[config.mk]
export PLATFORM = sky130hd
export DESIGN_NAME = sd_write_flat
export DESIGN_NICKNAME = d
export VERILOG_FILES = /design/src/rtl/sd_write_if.sv /design/src/rtl/sd_write.sv /design/src/flat_wrapper.sv
export SDC_FILE = /design/constraint.sdc
export NUM_CORES = 1
export LEC_CHECK = 0
export CORE_MARGIN = 5
export CORE_UTILIZATION = 62
export CTS_CLUSTER_SIZE = 8
export DETAILED_ROUTE_END_ITERATION = 10
export GPL_TIMING_DRIVEN = 0
export PLACE_DENSITY = 0.86
export RECOVER_POWER = 50
export SLEW_MARGIN = 20
export SYNTH_ARGS = -nofsm -noshare
export SYNTH_HDL_FRONTEND = slang
export SYNTH_SLANG_ARGS = --single-unit
[constraint.sdc]
create_clock -name SD_CLK -period 6.1 [get_ports SD_CLK]
set_input_delay 1.83 -clock SD_CLK [delete_from_list [all_inputs] [get_ports SD_CLK]]
set_output_delay 1.83 -clock SD_CLK [all_outputs]
set_load 0.02 [all_outputs]
[src/rtl/sd_write_if.sv]
// Host/card-facing bundle of the CMD24 write engine: request, byte source and SPI lines.
// The engine attaches as master; the host/card side (mux or bench) attaches as slave.
interface sd_write_if;
  logic        init;
  logic        write_req;
  logic [31:0] addr;
  logic [7:0]  wr_data;
  logic        data_rd;
  logic        SD_DATAOUT;
  logic        SD_DATAIN;
  logic        SD_CS;
  logic        busy;
  logic        done;
  logic        err;
  logic [2:0]  err_code;
  logic [7:0]  r1;

  modport master (
    input  init, write_req, addr, wr_data, SD_DATAOUT,
    output data_rd, SD_DATAIN, SD_CS, busy, done, err, err_code, r1
  );
  modport slave (
    output init, write_req, addr, wr_data, SD_DATAOUT,
    input  data_rd, SD_DATAIN, SD_CS, busy, done, err, err_code, r1
  );
endinterface

[src/rtl/sd_write.sv]
// SPI-mode SD single-block write (CMD24): command, R1, token + 512 bytes + CRC16, data response, busy wait.
// Outputs are registered on the falling SD_CLK edge one clock behind the accepting edge; no request queueing.
module sd_write #(
  parameter int CMD_TIMEOUT   = 128,
  parameter int DRESP_TIMEOUT = 16,
  parameter int BUSY_TIMEOUT  = 65535
) (
  input  logic       SD_CLK,
  input  logic       rst_n,
  sd_write_if.master bus
);
  localparam int T01  = (CMD_TIMEOUT > DRESP_TIMEOUT) ? CMD_TIMEOUT : DRESP_TIMEOUT;
  localparam int TMAX = (T01 > BUSY_TIMEOUT) ? T01 : BUSY_TIMEOUT;
  localparam int CW   = ($clog2(TMAX + 1) > 6) ? $clog2(TMAX + 1) : 6;

  typedef enum logic [3:0] {
    S_IDLE, S_CMD, S_CMD_RESP, S_R1, S_GAP, S_TOKEN,
    S_DATA, S_CRC, S_DRESP, S_DTOK, S_BUSY, S_FINISH
  } state_t;

  state_t        r_state, w_state;
  logic [47:0]   r_sr, w_sr;
  logic [CW-1:0] r_cnt, w_cnt;
  logic [8:0]    r_byte, w_byte;
  logic [15:0]   r_crc, w_crc;
  logic          r_miso;
  logic          r_cs, w_cs;
  logic          r_dout, w_dout;
  logic          r_rd, w_rd;
  logic          r_busy, w_busy;
  logic          r_done, w_done;
  logic          r_err, w_err;
  logic [2:0]    r_err_code, w_err_code, w_fail_code;
  logic [7:0]    r_r1, w_r1, w_r1_byte;
  logic          w_fail, w_ok, w_bit;

  // MISO is captured on the rising edge and consumed by the FSM on the next falling edge.
  always_ff @(posedge SD_CLK or negedge rst_n) begin
    if (!rst_n) r_miso <= 1'b1;
    else        r_miso <= bus.SD_DATAOUT;
  end

  always_comb begin
    w_state     = r_state;
    w_sr        = r_sr;
    w_cnt       = r_cnt;
    w_byte      = r_byte;
    w_crc       = r_crc;
    w_cs        = 1'b0;
    w_dout      = 1'b1;
    w_rd        = 1'b0;
    w_busy      = 1'b1;
    w_done      = 1'b0;
    w_err       = 1'b0;
    w_err_code  = r_err_code;
    w_r1        = r_r1;
    w_fail      = 1'b0;
    w_fail_code = 3'd0;
    w_ok        = 1'b0;
    w_bit       = 1'b0;
    w_r1_byte   = {r_sr[6:0], r_miso};
    unique case (r_state)
      S_IDLE: begin
        w_cs   = 1'b1;
        w_busy = 1'b0;
        if (bus.init && bus.write_req) begin
          w_sr       = {8'h58, bus.addr, 8'hFF};
          w_cnt      = '0;
          w_err_code = 3'd0;
          w_state    = S_CMD;
        end
      end
      S_CMD: begin
        w_dout = r_sr[47];
        w_sr   = {r_sr[46:0], 1'b1};
        w_cnt  = r_cnt + CW'(1);
        if (r_cnt == CW'(47)) begin
          w_cnt   = '0;
          w_state = S_CMD_RESP;
        end
      end
      S_CMD_RESP: begin
        // The R1 start bit is its own MSB (always 0), so it is the first captured bit.
        if (!r_miso) begin
          w_sr[7:0] = 8'h00;
          w_cnt     = CW'(1);
          w_state   = S_R1;
        end else if (r_cnt == CW'(CMD_TIMEOUT - 1)) begin
          w_fail      = 1'b1;
          w_fail_code = 3'd2;
        end else begin
          w_cnt = r_cnt + CW'(1);
        end
      end
      S_R1: begin
        w_sr[7:0] = w_r1_byte;
        w_cnt     = r_cnt + CW'(1);
        if (r_cnt == CW'(7)) begin
          w_r1  = w_r1_byte;
          w_cnt = '0;
          if (w_r1_byte == 8'h00) begin
            w_state = S_GAP;
          end else begin
            w_fail      = 1'b1;
            w_fail_code = 3'd1;
          end
        end
      end
      S_GAP: begin
        w_cnt = r_cnt + CW'(1);
        if (r_cnt == CW'(7)) begin
          w_cnt        = '0;
          w_sr[47:40]  = 8'hFE;
          w_state      = S_TOKEN;
        end
      end
      S_TOKEN: begin
        w_dout = r_sr[47];
        w_sr   = {r_sr[46:0], 1'b1};
        w_cnt  = r_cnt + CW'(1);
        if (r_cnt == CW'(7)) begin
          w_rd    = 1'b1;
          w_cnt   = '0;
          w_byte  = '0;
          w_crc   = '0;
          w_state = S_DATA;
        end
      end
      S_DATA: begin
        // Bit 7 of each byte comes straight from wr_data; the rest are shifted out of r_sr.
        w_bit       = (r_cnt[2:0] == 3'd0) ? bus.wr_data[7] : r_sr[47];
        w_sr[47:40] = (r_cnt[2:0] == 3'd0) ? {bus.wr_data[6:0], 1'b1} : {r_sr[46:40], 1'b1};
        w_dout      = w_bit;
        w_crc       = {r_crc[14:0], 1'b0} ^ ((r_crc[15] ^ w_bit) ? 16'h1021 : 16'h0000);
        if (r_cnt[2:0] == 3'd7) begin
          w_cnt  = '0;
          w_byte = r_byte + 9'd1;
          if (r_byte == 9'd511) w_state = S_CRC;
          else                  w_rd    = 1'b1;
        end else begin
          w_cnt = r_cnt + CW'(1);
        end
      end
      S_CRC: begin
        w_dout = r_crc[15];
        w_crc  = {r_crc[14:0], 1'b0};
        w_cnt  = r_cnt + CW'(1);
        if (r_cnt == CW'(15)) begin
          w_cnt   = '0;
          w_state = S_DRESP;
        end
      end
      S_DRESP: begin
        if (!r_miso) begin
          w_cnt   = '0;
          w_state = S_DTOK;
        end else if (r_cnt == CW'(DRESP_TIMEOUT - 1)) begin
          w_fail      = 1'b1;
          w_fail_code = 3'd3;
        end else begin
          w_cnt = r_cnt + CW'(1);
        end
      end
      S_DTOK: begin
        // Three status bits are shifted in; the fourth sample is the end bit.
        w_sr[3:0] = {r_sr[2:0], r_miso};
        w_cnt     = r_cnt + CW'(1);
        if (r_cnt == CW'(3)) begin
          w_cnt = '0;
          if (r_sr[2:0] == 3'b010) begin
            w_state = S_BUSY;
          end else begin
            w_fail      = 1'b1;
            w_fail_code = (r_sr[2:0] == 3'b101) ? 3'd4 : 3'd5;
          end
        end
      end
      S_BUSY: begin
        if (r_miso) begin
          w_ok = 1'b1;
        end else if (r_cnt == CW'(BUSY_TIMEOUT - 1)) begin
          w_fail      = 1'b1;
          w_fail_code = 3'd6;
        end else begin
          w_cnt = r_cnt + CW'(1);
        end
      end
      S_FINISH: begin
        w_cs    = 1'b1;
        w_busy  = 1'b0;
        w_state = S_IDLE;
      end
      default: begin
        w_cs    = 1'b1;
        w_busy  = 1'b0;
        w_state = S_IDLE;
      end
    endcase
    // Done and error cycles share S_FINISH: CS released for one clock with the pulse, then IDLE.
    if (w_fail) begin
      w_cs       = 1'b1;
      w_dout     = 1'b1;
      w_err      = 1'b1;
      w_err_code = w_fail_code;
      w_state    = S_FINISH;
    end
    if (w_ok) begin
      w_cs    = 1'b1;
      w_dout  = 1'b1;
      w_done  = 1'b1;
      w_state = S_FINISH;
    end
  end

  always_ff @(negedge SD_CLK or negedge rst_n) begin
    if (!rst_n) begin
      r_state    <= S_IDLE;
      r_sr       <= '1;
      r_cnt      <= '0;
      r_byte     <= '0;
      r_crc      <= '0;
      r_cs       <= 1'b1;
      r_dout     <= 1'b1;
      r_rd       <= 1'b0;
      r_busy     <= 1'b0;
      r_done     <= 1'b0;
      r_err      <= 1'b0;
      r_err_code <= 3'd0;
      r_r1       <= 8'hFF;
    end else begin
      r_state    <= w_state;
      r_sr       <= w_sr;
      r_cnt      <= w_cnt;
      r_byte     <= w_byte;
      r_crc      <= w_crc;
      r_cs       <= w_cs;
      r_dout     <= w_dout;
      r_rd       <= w_rd;
      r_busy     <= w_busy;
      r_done     <= w_done;
      r_err      <= w_err;
      r_err_code <= w_err_code;
      r_r1       <= w_r1;
    end
  end

  assign bus.SD_CS     = r_cs;
  assign bus.SD_DATAIN = r_dout;
  assign bus.data_rd   = r_rd;
  assign bus.busy      = r_busy;
  assign bus.done      = r_done;
  assign bus.err       = r_err;
  assign bus.err_code  = r_err_code;
  assign bus.r1        = r_r1;
endmodule

[src/flat_wrapper.sv]
// flat-port wrapper written by rule: the top's interface ports become plain ports
module sd_write_flat 
#(
  parameter int CMD_TIMEOUT   = 128,
  parameter int DRESP_TIMEOUT = 16,
  parameter int BUSY_TIMEOUT  = 65535
)
  (SD_CLK, rst_n, bus_init, bus_write_req, bus_addr, bus_wr_data, bus_SD_DATAOUT, bus_data_rd, bus_SD_DATAIN, bus_SD_CS, bus_busy, bus_done, bus_err, bus_err_code, bus_r1);
  sd_write_if bus_i ();
  input  logic SD_CLK;
  input  logic rst_n;
  input wire logic [$bits(bus_i.init)-1:0] bus_init;
  input wire logic [$bits(bus_i.write_req)-1:0] bus_write_req;
  input wire logic [$bits(bus_i.addr)-1:0] bus_addr;
  input wire logic [$bits(bus_i.wr_data)-1:0] bus_wr_data;
  input wire logic [$bits(bus_i.SD_DATAOUT)-1:0] bus_SD_DATAOUT;
  output wire logic [$bits(bus_i.data_rd)-1:0] bus_data_rd;
  output wire logic [$bits(bus_i.SD_DATAIN)-1:0] bus_SD_DATAIN;
  output wire logic [$bits(bus_i.SD_CS)-1:0] bus_SD_CS;
  output wire logic [$bits(bus_i.busy)-1:0] bus_busy;
  output wire logic [$bits(bus_i.done)-1:0] bus_done;
  output wire logic [$bits(bus_i.err)-1:0] bus_err;
  output wire logic [$bits(bus_i.err_code)-1:0] bus_err_code;
  output wire logic [$bits(bus_i.r1)-1:0] bus_r1;
  assign bus_i.init = bus_init;
  assign bus_i.write_req = bus_write_req;
  assign bus_i.addr = bus_addr;
  assign bus_i.wr_data = bus_wr_data;
  assign bus_i.SD_DATAOUT = bus_SD_DATAOUT;
  assign bus_data_rd = bus_i.data_rd;
  assign bus_SD_DATAIN = bus_i.SD_DATAIN;
  assign bus_SD_CS = bus_i.SD_CS;
  assign bus_busy = bus_i.busy;
  assign bus_done = bus_i.done;
  assign bus_err = bus_i.err;
  assign bus_err_code = bus_i.err_code;
  assign bus_r1 = bus_i.r1;
  sd_write #(.CMD_TIMEOUT(CMD_TIMEOUT), .DRESP_TIMEOUT(DRESP_TIMEOUT), .BUSY_TIMEOUT(BUSY_TIMEOUT)) u_core (.SD_CLK(SD_CLK), .rst_n(rst_n), .bus(bus_i));
endmodule
Word-level counts from Yosys, hierarchy flattened
Index checks and enable logic that the tools add are counted.
{ "classes": {"add_sub_neg": 2, "eq_ne": 43, "muxes": 85, "n_bitwise": 2, "reduce_logical": 28} }
{ "op_table": {"columns": ["op", "count"], "rows": [
  ["$mux W16", 13],
  ["$pmux W16 S9", 1],
  ["$pmux W32 S2", 1],
  ["$mux W4", 15],
  ["$mux W48", 1],
  ["$pmux W16 S3", 1],
  ["$ne A4 B1 Y1 const B", 11],
  ["$pmux W4 S11", 1],
  ["$pmux W8 S4", 1],
  ["$mux W3", 10],
  ["$mux W1", 26],
  ["$mux W8", 3],
  ["$mux W9", 2],
  ["$pmux W9 S2", 1],
  ["$add A16 B1 Y16 const B", 1],
  ["$eq A16 B16 Y1 const B", 1],
  ["$eq A16 B2 Y1 const B", 1],
  ["$eq A16 B3 Y1 const B", 1],
  ["$eq A16 B4 Y1 const B", 1],
  ["$eq A16 B6 Y1 const B", 1],
  ["$eq A16 B7 Y1 const B", 1],
  ["$eq A4 B3 Y1 const B", 4],
  ["$pmux W4 S4", 1],
  ["$xor A16 B16 Y16", 1],
  ["other kinds (35)", 60]
]} }
{ "word_totals": {"ff_bits": 111, "input_bits": 45} }

Depth between registers and ports, before layout
Gate-level depths: netlist (run 1).
{ "logic_depth": {"depth_word": 6, "mapped_depth": 10} }

==> results of run 1 <==
-- flip-flops by register name (all words and copies together) (netlist names), 3 cells and up --
name                 flops
u_core.bus.err_code      3
u_core.bus.r1            8
u_core.r_byte            9
u_core.r_cnt            16
u_core.r_crc            16
u_core.r_sr             48
u_core.r_state           4
-- area by class of cell --
class                           instances  area share, %
Tap cell                              129           2.26
Sequential cell                       111           40.0
Timing Repair Buffer                   66           8.40
Multi-Input combinational cell        469           39.5
Inverter                               19          0.999
Clock inverter                         65           3.95
Buffer                                 37           3.19
Clock buffer                            9           1.74
-- power groups by stage --
stage	clock, mW	combinational [mW]	sequential, mW
global placement	0.0587	1.07	1.17
finish	0.593	1.13	1.18
floorplan	0.0587	0.804	1.17
global route	0.674	1.24	1.21
detailed placement	0.0587	1.11	1.19
CTS	0.610	1.12	1.18
-- Yosys cell counts, types with 6 or more instances --
library cell	instances
nand2_1	128
nor2_1	63
dfstp_2	59
dfrtn_1	52
a31oi_1	34
o21ai_0	32
clkbuf_1	25
a21oi_1	22
inv_1	20
nand3_1	17
mux2_2	16
nor3_1	9
ha_1	7
nor2b_1	7
nor4_1	7
xor2_1	7
a221o_1	6
nand4_1	6
-- tightest hold or removal path: stages (launching register included) --
cell and delay (ps):
dfrtn_1 420, nand2_1 50, o21ai_0 60
-- logic make-up (layout without fill, tap and decap cells) --
kind of cell / Yosys count / in the layout
and+or+nand+nor: 281 / 281
AOI/OAI and AO/OA: 152 / 152
DFF: 111 / 111
buffers and inverters: 57 / 196
muxes: 18 / 18
xor gates and xnor gates: 10 / 10
adders and majority gates: 8 / 8
-- worst max path at each step --
stage / startpoint / endpoint / slack (ps) / cells after the start
finish: u_core.bus.r1[6]$_DFFE_NN1P_ / bus_r1[6] / 40 / 1
global route: u_core.bus.SD_DATAIN$_DFF_NN1_ / bus_SD_DATAIN / 4 / 1
CTS: bus_init / u_core.r_state[3]$_DFFE_NN0P_ / 0.3 / 7
detailed placement: bus_write_req / u_core.r_state[3]$_DFFE_NN0P_ / -790 / 7
global placement: rst_n / u_core.r_cnt[2]$_DFFE_NN0P_ / -3640 / 1
floorplan: bus_init / u_core.r_cnt[1]$_DFFE_NN0P_ / 3 / 7
-- placed cells by master (no fill, tap or decap), types with 7 or more instances in the layout --
master	netlist	routed
xor2_1	7	7
ha_1	7	7
nand4_1	6	7
nand3_1	17	17
nor3_1	9	9
o21ai_0	32	30
a31oi_1	34	34
clkdlybuf4s50_1	0	40
buf_2	0	7
dfstp_2	59	58
clkbuf_1	25	25
nand2_1	128	126
dfrtn_1	52	52
dlygate4sd2_1	0	7
clkbuf_8	4	13
nor2b_1	7	7
a21oi_1	22	22
mux2_2	16	15
nor2_1	63	63
inv_1	20	78
-- metrics by stage --
| stage | hold WS (ps) | setup WS, ps | utilization [%] | TNS (ps) |
|---|---|---|---|---|
| 5_1_grt | 474 | 3.58 | 76.9 | 0 |
| 2_1_floorplan | 410 | 3.28 | - | 0 |
| 3_5_place_dp | 426 | -786 | 72.8 | -31630 |
| 4_1_cts | 427 | 0.262 | 77.3 | 0 |
| 6_report | 426 | 40.7 | 76.9 | 0 |
| 3_3_place_gp | 419 | -3640 | 72.5 | -366630 |
-- layer usage --
metal	wire length (um)	track usage, %	up-vias
li1	-	-	2543
met1	6540	35.6	2619
met2	7470	43.8	203
met3	837	5.46	26
met4	263	8.30	0
met5	0	0	-
-- repair_timing --
action | in CTS | in global routing
setup buffers | 3 | 1
endpoints found under the setup margin | 57 | 33
pin swaps | 3 | 2
gates resized for setup | 49 | 7
==> results.tsv, run 1 <==
stage	metric	value	unit
finish	share of layout cells above drive strength 1	17.8	%
logic_synthesis	syn_area_per_cell	9.32	um2
logic_synthesis	share of Yosys cell area claimed by the top area cell type	26.1	%
grt	largest net degree at the start of global routing	60	
timing	RSZ-0062 raised after global routing	false	
logic_synthesis	Post-synth EDFFs	0	
logic_synthesis	Synth Cell Area	0.00594	mm2
run	max cap viols	0	
finish	multi-input logic area	0.00282	mm2
logic_synthesis	complex-gate fraction of the synthesized area	17.9	%
worst_setup_path	Largest delay share family, worst path	flip-flops	
place	global placement routability congestion	0.908	
place	post-place instance area	0.00676	mm2
worst_setup_path	WP data arrival	4230	ps
worst_setup_path	CP max stage delay	510	ps
routing	TritonRoute pass-1 iters	5	
worst_hold_path	Hold Path Class	flip-flop to flip-flop	
worst_setup_path	Reg2Reg Capture Point	u_core.r_state[1]$_DFFE_NN0P_	
finish	Finished Layout Cells	905	
finish	register area	0.00285	mm2
logic_synthesis	synth unique cells	77	
worst_setup_path	number of buffers and inverters on the critical path	1	
clock_tree	Longest Clk Path Bufs	2	
routing	Via density	5.96	
power_and_ir_drop	Seq pwr share	40.6	%
power_and_ir_drop	power share of the clock group	20.4	%
worst_setup_path	CP max-delay cell	dfstp_2	
floorplan	DIE AREA	0.0116	mm2
power_and_ir_drop	Switching Fraction	40.9	%
grt	initial antenna violation count	0	
clock_tree	H-tree Lvls	3	
floorplan	IO Pins	62	
grt	first-pass GRT wire length	25.2	mm
power_and_ir_drop	Final Power	2.91	mW
routing	DRC	0	
clock_tree	Num CTS Buffers	9	
floorplan	Die Wd	108	um
finish	Final nets	823	
timing	Slew @ Worst Pin	1170	ps
clock_tree	Worst-path clk slew	80	ps
worst_setup_path	setup slack, reg-to-reg	670	ps
worst_hold_path	hold endpoint	u_core.r_crc[6]$_DFFE_NN0P_	
worst_setup_path	CP Class	flip-flop to output port	
place	PortBufs	61	
finish	Layout fillers	668	
logic_synthesis	simple-gate share of the synthesized area	22.5	%
logic_synthesis	Post-synth ARST share	100	%
logic_synthesis	FF+latch count, synth	111	
floorplan	Core ar.	0.00928	mm2
floorplan	Die Y-Extent	108	um
routing	via count	5391	
place	dpl cells	828	
worst_hold_path	Hold Crit Depth	2	
logic_synthesis	largest family of logic cells by synthesized area	simple AND/OR/NAND/NOR gates	
logic_synthesis	dominant synthesized flop cell	dfstp_2	
logic_synthesis	Synth area leader	dfstp_2	
worst_hold_path	worst min-delay path startpoint	u_core.r_crc[5]$_DFFE_NN0P_	
clock_tree	CTS Sinks	111	
routing	ANT nets after route	0	
finish	post-route cell area	0.00714	mm2
routing	initial drt markers	435	
power_and_ir_drop	leak pwr	3.31	nW
clock_tree	worst skew pair latency	440	ps
routing	routed wire length	15.1	mm
logic_synthesis	Post-Syn Nets	689	
timing	Final Hold Viols	0	
grt	Total GRT Usage	26.7	%
finish	area added between synthesis and finish	20.1	%
worst_setup_path	crit end category	output port	
timing	final setup fails	0	
run_status	run status	finished clean	
power_and_ir_drop	internal power	1.72	mW
clock_tree	Hold-fix buffers, CTS	0	
floorplan	Initial Util	64.0	%
worst_setup_path	depth of the most critical reg-to-reg path	6	
power_and_ir_drop	Net Sw Power	1.19	mW
logic_synthesis	register area share after synthesis	48.0	%
logic_synthesis	Synth warnings	0	
timing	skew final	94.7	ps
power_and_ir_drop	P per Cell Area	408	mW/mm2
power_and_ir_drop	combinational share of power	38.9	%
logic_synthesis	adder-cell share of the synthesized area	1.64	%
worst_setup_path	CP max FO	2	
worst_setup_path	critical-path cell list	clkdlybuf4s15_2	
clock_tree	CTS tree	yes	
clock_tree	CTS Root Cell	clkbuf_8	
power_and_ir_drop	peak supply drop	0.227	mV
timing	Max-Slew Margin vs Limit	21.4	%
logic_synthesis	Mapped Cells	637	
grt	number of global-route vias before repair	5347	
logic_synthesis	ranking of synthesized cells by area	dfstp_2 (26%), dfrtn_1 (22%), nand2_1 (8.1%)	
worst_setup_path	CP Launch Type	flip-flop	
timing	Max Slew Vio Count	0	
grt	Remaining Overflow, GRT	0	
floorplan	Rows	35	
logic_synthesis	mux contribution to synthesized area	3.37	%
worst_setup_path	RR Startpoint	u_core.r_miso$_DFF_PN1_	
finish	n_diodes	0	
place	dpl hpwl	10.8	mm
worst_setup_path	WP data required	4270	ps
logic_synthesis	Synth Area in XOR/XNOR	1.47	%
routing	post-DR wirelength/cell	16.7	um
No activity file was read; power rests on OpenSTA's default activity.
==> run 2: changes to the inputs <==
--- a/config.mk
+++ b/config.mk
@@ -5,12 +5,13 @@
 export SDC_FILE = /design/constraint.sdc
 export NUM_CORES = 1
 export LEC_CHECK = 0
-export CORE_MARGIN = 5
-export CORE_UTILIZATION = 62
+export CORE_MARGIN = 2
+export CORE_UTILIZATION = 64
+export CTS_BUF_LIST = sky130_fd_sc_hd__clkbuf_8
 export CTS_CLUSTER_SIZE = 8
 export DETAILED_ROUTE_END_ITERATION = 10
 export GPL_TIMING_DRIVEN = 0
-export PLACE_DENSITY = 0.86
+export PLACE_DENSITY = 0.89
 export RECOVER_POWER = 50
 export SLEW_MARGIN = 20
 export SYNTH_ARGS = -nofsm -noshare
==> results.tsv, run 2 (synthesis results as in run 1) <==
stage	metric	value	unit	change
worst_setup_path	CP Launch Type	flip-flop		
floorplan	Rows	35		unchanged
worst_setup_path	WP data arrival	4220	ps	about the same
clock_tree	Longest Clk Path Bufs	2		unchanged
clock_tree	CTS tree	yes		
grt	global routing usage on met2	50.2	%	+6.4 points
clock_tree	H-tree Lvls	3		unchanged
clock_tree	Hold-fix buffers, CTS	0		unchanged
power_and_ir_drop	Seq pwr share	40.2	%	-0.4 points
power_and_ir_drop	power share of the clock group	20.5	%	about the same
grt	grt peak-use layer	met2		
timing	Max Slew Vio Count	0		unchanged
power_and_ir_drop	internal power	1.73	mW	+0.63%
routing	DRC	0		unchanged
worst_setup_path	CP max-delay cell	dfstp_2		
timing	Min Hold Slack	428	ps	+1.70 ps
routing	via count	5453		+1.2%
timing	RSZ-0062 raised after global routing	false		
floorplan	Initial Util	65.2	%	+1.2 points
timing	Max-Slew Margin vs Limit	28.2	%	+6.8 points
place	dpl hpwl	10.3	mm	-5.2%
finish	register name with the most flops	u_core.r_sr		
run_status	run status	finished clean		
finish	n_diodes	0		unchanged
place	global placement routability congestion	1.01		+11%
routing	post-DR wirelength/cell	16.9	um	+1.1%
timing	final setup fails	0		unchanged
routing	Via density	6.13		+3.0%
finish	area added between synthesis and finish	20.3	%	
finish	Finished Layout Cells	889		-1.8%
worst_setup_path	number of buffers and inverters on the critical path	1		unchanged
finish	Regs by FF count	u_core.r_sr x48, u_core.r_cnt x16, u_core.r_crc x16		
grt	first-pass GRT wire length	25.0	mm	-0.88%
power_and_ir_drop	leak pwr	3.33	nW	+0.54%
worst_setup_path	setup slack, reg-to-reg	700	ps	+30 ps
clock_tree	Worst-path clk slew	70	ps	about the same
clock_tree	Num CTS Buffers	9		unchanged
routing	routed wire length	15.0	mm	-0.72%
timing	Slew @ Worst Pin	1070	ps	-101 ps
floorplan	IO Pins	62		unchanged
place	post-place instance area	0.00673	mm2	-0.33%
finish	max reg flops	48		unchanged
finish	post-route cell area	0.00715	mm2	+0.18%
power_and_ir_drop	P per Cell Area	412	mW/mm2	+0.96%
clock_tree	CTS Root Cell	clkbuf_8		
timing	Final Hold Viols	0		unchanged
grt	met1 GRT Util	41.2	%	+5.7 points
worst_setup_path	WP data required	4270	ps	about the same
worst_setup_path	Largest delay share family, worst path	flip-flops		
floorplan	Die Wd	100	um	-7.0%
place	PortBufs	61		unchanged
finish	share of layout cells above drive strength 1	18.4	%	+0.60 points
grt	number of global-route vias before repair	5354		+0.13%
worst_hold_path	Hold Path Class	flip-flop to flip-flop		
worst_setup_path	CP max stage delay	510	ps	about the same
power_and_ir_drop	combinational share of power	39.4	%	+0.5 points
grt	Total GRT Usage	30.8	%	+4.1 points
worst_setup_path	critical-path cell list	clkdlybuf4s15_2		
power_and_ir_drop	Switching Fraction	41.2	%	+0.30 points
finish	Util after Layout	78.5	%	+1.6 points
finish	most frequent cells in the layout	nand2_1 (126), inv_1 (77), nor2_1 (62)		
clock_tree	worst skew pair latency	440	ps	about the same
finish	most common cell after layout, fill and taps aside	nand2_1		
place	dpl cells	810		-2.2%
worst_setup_path	crit end category	output port		
grt	Remaining Overflow, GRT	0		unchanged
finish	Final nets	825		+0.24%
run	max cap viols	0		unchanged
floorplan	Die Y-Extent	100	um	-7.0%
grt	met3 usage	6.34	%	+0.88 points
worst_setup_path	CP max FO	1		-1
routing	TritonRoute pass-1 iters	6		+1
floorplan	DIE AREA	0.0101	mm2	-13%
power_and_ir_drop	Net Sw Power	1.21	mW	+1.9%
clock_tree	CTS Sinks	111		unchanged
routing	ANT nets after route	0		unchanged
routing	initial drt markers	372		-14%
worst_setup_path	CP Class	flip-flop to output port		
floorplan	Core ar.	0.00911	mm2	-1.9%
timing	skew final	88.1	ps	-6.59 ps
grt	largest net degree at the start of global routing	81		+35%
power_and_ir_drop	peak supply drop	0.228	mV	+0.32%
grt	initial antenna violation count	0		unchanged
## run 2: layout make-up
type,count,area (um2)
Sequential cell,111,2850
Multi-Input combinational cell,469,2830
Buffer,37,228
Timing Repair Buffer,68,611
Clock buffer,9,124
Fill cell,616,1960
Inverter,19,71.3
Tap cell,111,139
Clock inverter,65,298
## run 2: worst paths after layout
path	from	end	depth (start not counted)
worst min-delay path	u_core.r_crc[7]$_DFFE_NN0P_	u_core.r_crc[8]$_DFFE_NN0P_	2
max in group asynchronous	rst_n	u_core.r_state[0]$_DFFE_NN0P_	2
min in group asynchronous	rst_n	u_core.r_miso$_DFF_PN1_	1
worst max-delay path	u_core.bus.SD_DATAIN$_DFF_NN1_	bus_SD_DATAIN	1
worst max register to register	u_core.r_miso$_DFF_PN1_	u_core.r_cnt[9]$_DFFE_NN0P_	6
worst min register to register	u_core.r_crc[7]$_DFFE_NN0P_	u_core.r_crc[8]$_DFFE_NN0P_	2
## run 2: metrics by stage
step	total power [mW]	setup slack, ps	setup TNS [ps]
3_3_place_gp	2.30	-3680	-370620
2_1_floorplan	2.03	3.28	0
3_5_place_dp	2.36	-781	-34170
5_1_grt	3.15	13.0	0
6_report	2.94	49.6	0
4_1_cts	2.93	3.62	0
## run 2: worst reg2reg max path: stages, from the launching register on
cell and delay (ps):
dfstp_1 510, maj3_1 450, o2bb2ai_1 170, a21oi_1 170
nand3_1 330, and3_1 300, a221o_1 250
## run 2: metal layers
layer  routed length, um  vias up  part of all wire [%]
li1                    -     2555                     -
met1                6310     2633                    42
met2                7380      221                    49
met3                 974       44                   6.5
met4                 339        0                   2.3
met5                   0        -                     0
## run 2: power by group through the flow
stage               combinational, mW  clock [mW]  sequential [mW]
floorplan                       0.804      0.0587             1.17
global placement                 1.07      0.0587             1.17
detailed placement               1.11      0.0587             1.19
CTS                              1.14       0.612             1.18
global route                     1.27       0.676             1.21
finish                           1.16       0.602             1.18
## run 2: timing repair
item                                    CTS  global route
hold endpoints to repair                  0             0
gates cloned                              0             1
setup buffers                             3             2
endpoints found under the setup margin   70            20
pin swaps                                 6             4
resized for setup                        49            14
